$ cat src/rtl/lfsr_rng.sv
// -----------------------------------------------------------------------------
// lfsr_rng -- Fibonacci-style LFSR random source with a scaled-output unit.
//
// The LFSR shifts left every clock, inserting the XOR of the TAPS-selected
// state bits at bit 0. A small FSM (IDLE -> REDUCE -> DONE) turns one LFSR
// sample into (raw mod mod_val) + offset by repeated subtraction, then holds
// the result until the consumer acknowledges it.
//
// Parameters:
//   WIDTH     - LFSR / data width in bits (3..16)
//   TAPS      - feedback tap mask (WIDTH bits)
//   SEED_INIT - LFSR value applied at reset
//
// Ports:
//   clk        in   clock, all state changes on the rising edge
//   rst        in   asynchronous active-high reset
//   seed_load  in   load seed into the LFSR (wins over stepping)
//   seed       in   [WIDTH] seed value
//   mod_val    in   [WIDTH] modulus for the scaled output (0 = bypass)
//   offset     in   [WIDTH] added after reduction, wraps mod 2^WIDTH
//   req        in   request one scaled number (sampled in IDLE only)
//   ack        in   consumer accepts rnd_out (acted on in DONE only)
//   rnd_raw    out  [WIDTH] current LFSR state
//   rnd_out    out  [WIDTH] scaled result, keeps last value after ack
//   valid      out  rnd_out holds a result not yet acknowledged
//   busy       out  high while reducing
//   state_dbg  out  [2] FSM state for debug/checkers (0 IDLE, 1 REDUCE, 2 DONE)
//
// Handshake: a request is taken when req=1 in IDLE. valid rises with the
// result and stays high, with rnd_out stable, until the first cycle with
// ack=1; that edge drops valid and returns to IDLE. req outside IDLE is
// ignored, so a req coinciding with ack does not start a new request.
//
// Build option: define LFSR_LOCKUP_GUARD_EN to force an all-zero LFSR state
// to 1 on the next edge. Without it an all-zero state persists until
// seed_load or rst.
// -----------------------------------------------------------------------------
module lfsr_rng #(
  parameter int             WIDTH     = 7,
  parameter logic [WIDTH-1:0] TAPS      = 7'h60,
  parameter logic [WIDTH-1:0] SEED_INIT = {{(WIDTH-1){1'b0}}, 1'b1}
) (
  input  logic             clk,
  input  logic             rst,
  input  logic             seed_load,
  input  logic [WIDTH-1:0] seed,
  input  logic [WIDTH-1:0] mod_val,
  input  logic [WIDTH-1:0] offset,
  input  logic             req,
  input  logic             ack,
  output logic [WIDTH-1:0] rnd_raw,
  output logic [WIDTH-1:0] rnd_out,
  output logic             valid,
  output logic             busy,
  output logic [1:0]       state_dbg
);

  typedef enum logic [1:0] {
    S_IDLE   = 2'd0,
    S_REDUCE = 2'd1,
    S_DONE   = 2'd2
  } state_t;

  state_t           state_q, state_d;
  logic [WIDTH-1:0] lfsr_q;
  logic [WIDTH-1:0] work_q;
  logic [WIDTH-1:0] mod_q;
  logic [WIDTH-1:0] off_q;
  logic [WIDTH-1:0] rnd_out_q;
  logic             valid_q;
  logic             feedback;
  logic             reduce_last;

  assign feedback = ^(lfsr_q & TAPS);

  // A zero modulus must still finish in one cycle; without the explicit
  // test the work >= 0 comparison would subtract forever.
  assign reduce_last = (mod_q == '0) || (work_q < mod_q);

  // ---------------------------------------------------------------------------
  // LFSR
  // ---------------------------------------------------------------------------
  always_ff @(posedge clk or posedge rst) begin
    if (rst) begin
      lfsr_q <= SEED_INIT;
    end else if (seed_load) begin
      lfsr_q <= seed;
`ifdef LFSR_LOCKUP_GUARD_EN
    end else if (lfsr_q == '0) begin
      // All-zero is a fixed point of the XOR feedback; kick it back to 1.
      lfsr_q <= {{(WIDTH-1){1'b0}}, 1'b1};
`endif
    end else begin
      lfsr_q <= {lfsr_q[WIDTH-2:0], feedback};
    end
  end

  // ---------------------------------------------------------------------------
  // FSM: state register and next-state logic
  // ---------------------------------------------------------------------------
  always_ff @(posedge clk or posedge rst) begin
    if (rst) begin
      state_q <= S_IDLE;
    end else begin
      state_q <= state_d;
    end
  end

  always_comb begin
    state_d = state_q;
    case (state_q)
      S_IDLE:   if (req)         state_d = S_REDUCE;
      S_REDUCE: if (reduce_last) state_d = S_DONE;
      S_DONE:   if (ack)         state_d = S_IDLE;
      default:                   state_d = S_IDLE;
    endcase
  end

  // ---------------------------------------------------------------------------
  // Datapath. mod_q/off_q are captured with the sample so that later changes
  // on mod_val/offset (or a seed_load) cannot disturb a result in flight.
  // ---------------------------------------------------------------------------
  always_ff @(posedge clk or posedge rst) begin
    if (rst) begin
      work_q    <= '0;
      mod_q     <= '0;
      off_q     <= '0;
      rnd_out_q <= '0;
      valid_q   <= 1'b0;
    end else begin
      case (state_q)
        S_IDLE: begin
          if (req) begin
            work_q <= lfsr_q;
            mod_q  <= mod_val;
            off_q  <= offset;
          end
        end
        S_REDUCE: begin
          if (reduce_last) begin
            rnd_out_q <= work_q + off_q;
            valid_q   <= 1'b1;
          end else begin
            work_q <= work_q - mod_q;
          end
        end
        S_DONE: begin
          if (ack) begin
            valid_q <= 1'b0;
          end
        end
        default: begin
          valid_q <= 1'b0;
        end
      endcase
    end
  end

  assign rnd_raw   = lfsr_q;
  assign rnd_out   = rnd_out_q;
  assign valid     = valid_q;
  assign busy      = (state_q == S_REDUCE);
  assign state_dbg = state_q;

endmodule

$ cat config.mk
export PLATFORM = sky130hd
export DESIGN_NAME = lfsr_rng
export DESIGN_NICKNAME = d
export VERILOG_FILES = /design/src/rtl/lfsr_rng.sv
export SDC_FILE = /design/constraint.sdc
export NUM_CORES = 1
export LEC_CHECK = 0
export BUFFER_PORTS_ARGS = -buffer_cell sky130_fd_sc_hd__buf_2
export CORE_MARGIN = 3
export CORE_UTILIZATION = 50
export CTS_BUF_LIST = sky130_fd_sc_hd__clkbuf_8
export CTS_CLUSTER_SIZE = 28
export DETAILED_ROUTE_END_ITERATION = 6
export PLACE_DENSITY = 0.73
export SLEW_MARGIN = 20
export SYNTH_ARGS = -nofsm -noshare
export SYNTH_HDL_FRONTEND = slang
export SYNTH_SLANG_ARGS = --single-unit
$ cat constraint.sdc
create_clock -name clk -period 3.25 [get_ports clk]
set_clock_uncertainty 0.2 [all_clocks]
set_input_delay 0.1625 -clock clk [delete_from_list [all_inputs] [get_ports clk]]
set_output_delay 0.1625 -clock clk [all_outputs]
set_load 0.02 [all_outputs]
==> reports/metrics.cfg <==
[sta]
timing.hold.ws_ns=0.0518
hold_viol=0
max_slew.worst_pin.slew_ns=0.903
rsz0062_at_grt=false
drv_slew=0
min_period_ns=2.55
fin_crit_sh=0.785
setup_viol=0
fmax_ghz=0.392
setup_tns_ns=0
slew-limit-headroom=0.397

[synthesis]
syn_inst=182
yosysMostFrequentCell=dfrtp_1
synth_area_leaders=dfrtp_1 45%, mux2_2 12%, ha_1 7.9%
yosys.area.top_type=dfrtp_1
synth_top_cell_area_share=0.451
ys_types=37
synth-async-reset-ratio=1.00
synth_seq_cells=38
synth_common_cells=37 x dfrtp_1, 21 x mux2_2, 18 x nand2_1
ys_warn_count=0
syn_area_sq_um=2050
synth_edf_count=0
syn_nets=223
seq_area_frac_synth=0.464
avgSynthCellArea_sq_um=11.3
ys.flop_type=dfrtp_1

[global_routing]
antenna_found_initial=0
grt_pass1_vias=1703
grtUsageMet1=0.235
gr-total-overflow=0
busiest_layer=met2
grt_max_degree=27
grt_pass1_wl_mm=7.62
grt_util_met2=0.349
use_met3=0.0504
grtUsageTotal=0.199

[clock_tree]
cts_tree=built
cts_buffer_depth=2
root_buffer=clkbuf_8
cts_max_level=2
clock_sinks=38
cts_buffers=5
clk_pin_slew_worst_paths_ns=0.07
insertion_delay_ns=0.29

[power_and_ir_drop]
ir_drop_v=0.000541
p_total_w=0.00281
power_density_nw_per_um2=1060
leakagePower_nw=1.25

[routing]
ant_nets=0
vias=1565
first_pass_iters=4
wl_per_cell_um=14.6
routed_wl_mm=4.42
initialDrtViolationCount=60
drc=0
vias_per_cell=5.18

[cells_and_area]
syn_to_final_growth_pct=29.1
antennaDiodeCount=0
nets=294
drive_above_1_share=0.327
fin_util=0.697
final_cell_area_sq_um=2650

[min_path]
hold_path_depth=2
hold_end=rnd_raw[1]
min_path_type=primary input to register
worstHoldStart=seed_load

[floorplan]
start_util=0.540
dieArea_sq_um=4910
die_h_um=70.0
die_x_um=70.0
row_count=22
ioPinCount=44
core_sq_um=3800

[worst_setup_path]
rr_worst_depth=7
cp-end-kind=register
cp_max_fo=9
reg2reg_to=rnd_out[3]
worstPathArrival_ns=2.53
start_kind=register
cp.required_ns=3.23
r2r_start=mod_q[1]
r2r_setup_slack_ns=0.70
critPathKind=register to register

[place]
placed_area_sq_um=2310
dp_hpwl_mm=3.21
gp_congestion=0.876
portBuffers=43

[outcome]
outcome=finished clean

[job]
maxCapViolCount=0

[registers in the layout, summed over array words and instances (netlist names)]
signal,count
mod_q,7
off_q,7
rnd_out,7
rnd_raw,7
work_q,7
state_dbg,2
valid,1
[kinds of logic after synthesis]
family / share of synthesized area
compound gates: 0.135
flops: 0.464
simple gates: 0.0958
buf+inv: 0.0439
mux: 0.115
fa+ha+maj: 0.0988
xor+xnor: 0.0470
[worst max-delay path, cell delays in order (launching register included)]
cell	delay, ns
dfrtp_1	0.44
inv_1	0.09
ha_1	0.27
and2b_2	0.20
o2111ai_1	0.26
a211oi_2	0.19
nor3_4	0.41
mux2_2	0.39
[placed cells by master, fill, tap and decap left out, types with 2 or more instances in the layout]
cell	Yosys	routed
a21o_1	2	2
a21oi_1	7	7
buf_2	0	43
clkbuf_8	0	6
dfrtp_1	37	37
dlygate4sd3_1	0	25
fa_1	2	2
ha_1	13	13
inv_1	17	19
mux2_2	21	21
nand2_1	18	18
nand2b_1	2	2
nor2_1	5	5
nor2b_1	2	2
o211ai_1	6	6
o21ai_0	12	12
o221a_2	2	2
o221ai_1	3	3
xnor2_1	7	7
xor2_1	4	4
[where the power goes]
part           internal (W)  switching, W  total, W
registers          0.000687      0.000168  0.000855
clock network      0.000167      0.000159  0.000326
logic              0.000774      0.000859   0.00163
[timing repair]
item	CTS	global route
hold endpoints to repair	45	0
gates resized for setup	0	0
hold buffers	25	0
setup buffers	0	0
[final cells by class]
type	instances	area, sq um
Timing Repair Buffer	69	473
Multi-Input combinational cell	122	1010
Tap cell	48	60.1
Clock inverter	2	7.51
Clock buffer	6	82.6
Inverter	17	63.8
Sequential cell	38	952
Fill cell	294	1150
[per-stage QoR]
step	worst slack [ns]	instances
after global placement	0.778	269
after global routing	0.562	302
after CTS	0.709	302
after floorplan	0.913	182
after detailed placement	0.728	269
final	0.698	302
[how the worst max path moves through the flow]
stage                     slack [ns]      from  cells past startpoint          to
after floorplan                 0.91  mod_q[1]                      7  rnd_out[0]
after global placement          0.78  mod_q[1]                      7  rnd_out[3]
after detailed placement        0.73  mod_q[1]                      7  rnd_out[2]
after CTS                       0.71  mod_q[1]                      7  rnd_out[3]
after global routing            0.56  mod_q[1]                      7  rnd_out[5]
final                           0.70  mod_q[1]                      7  rnd_out[3]
[routing by layer]
| metal | routed length, um | vias up |
|---|---|---|
| met4 | 62 | 0 |
| met5 | 0 | - |
| met1 | 1890 | 750 |
| li1 | - | 776 |
| met2 | 2300 | 32 |
| met3 | 167 | 7 |
Note: power is estimated with default switching activity, not from simulation.
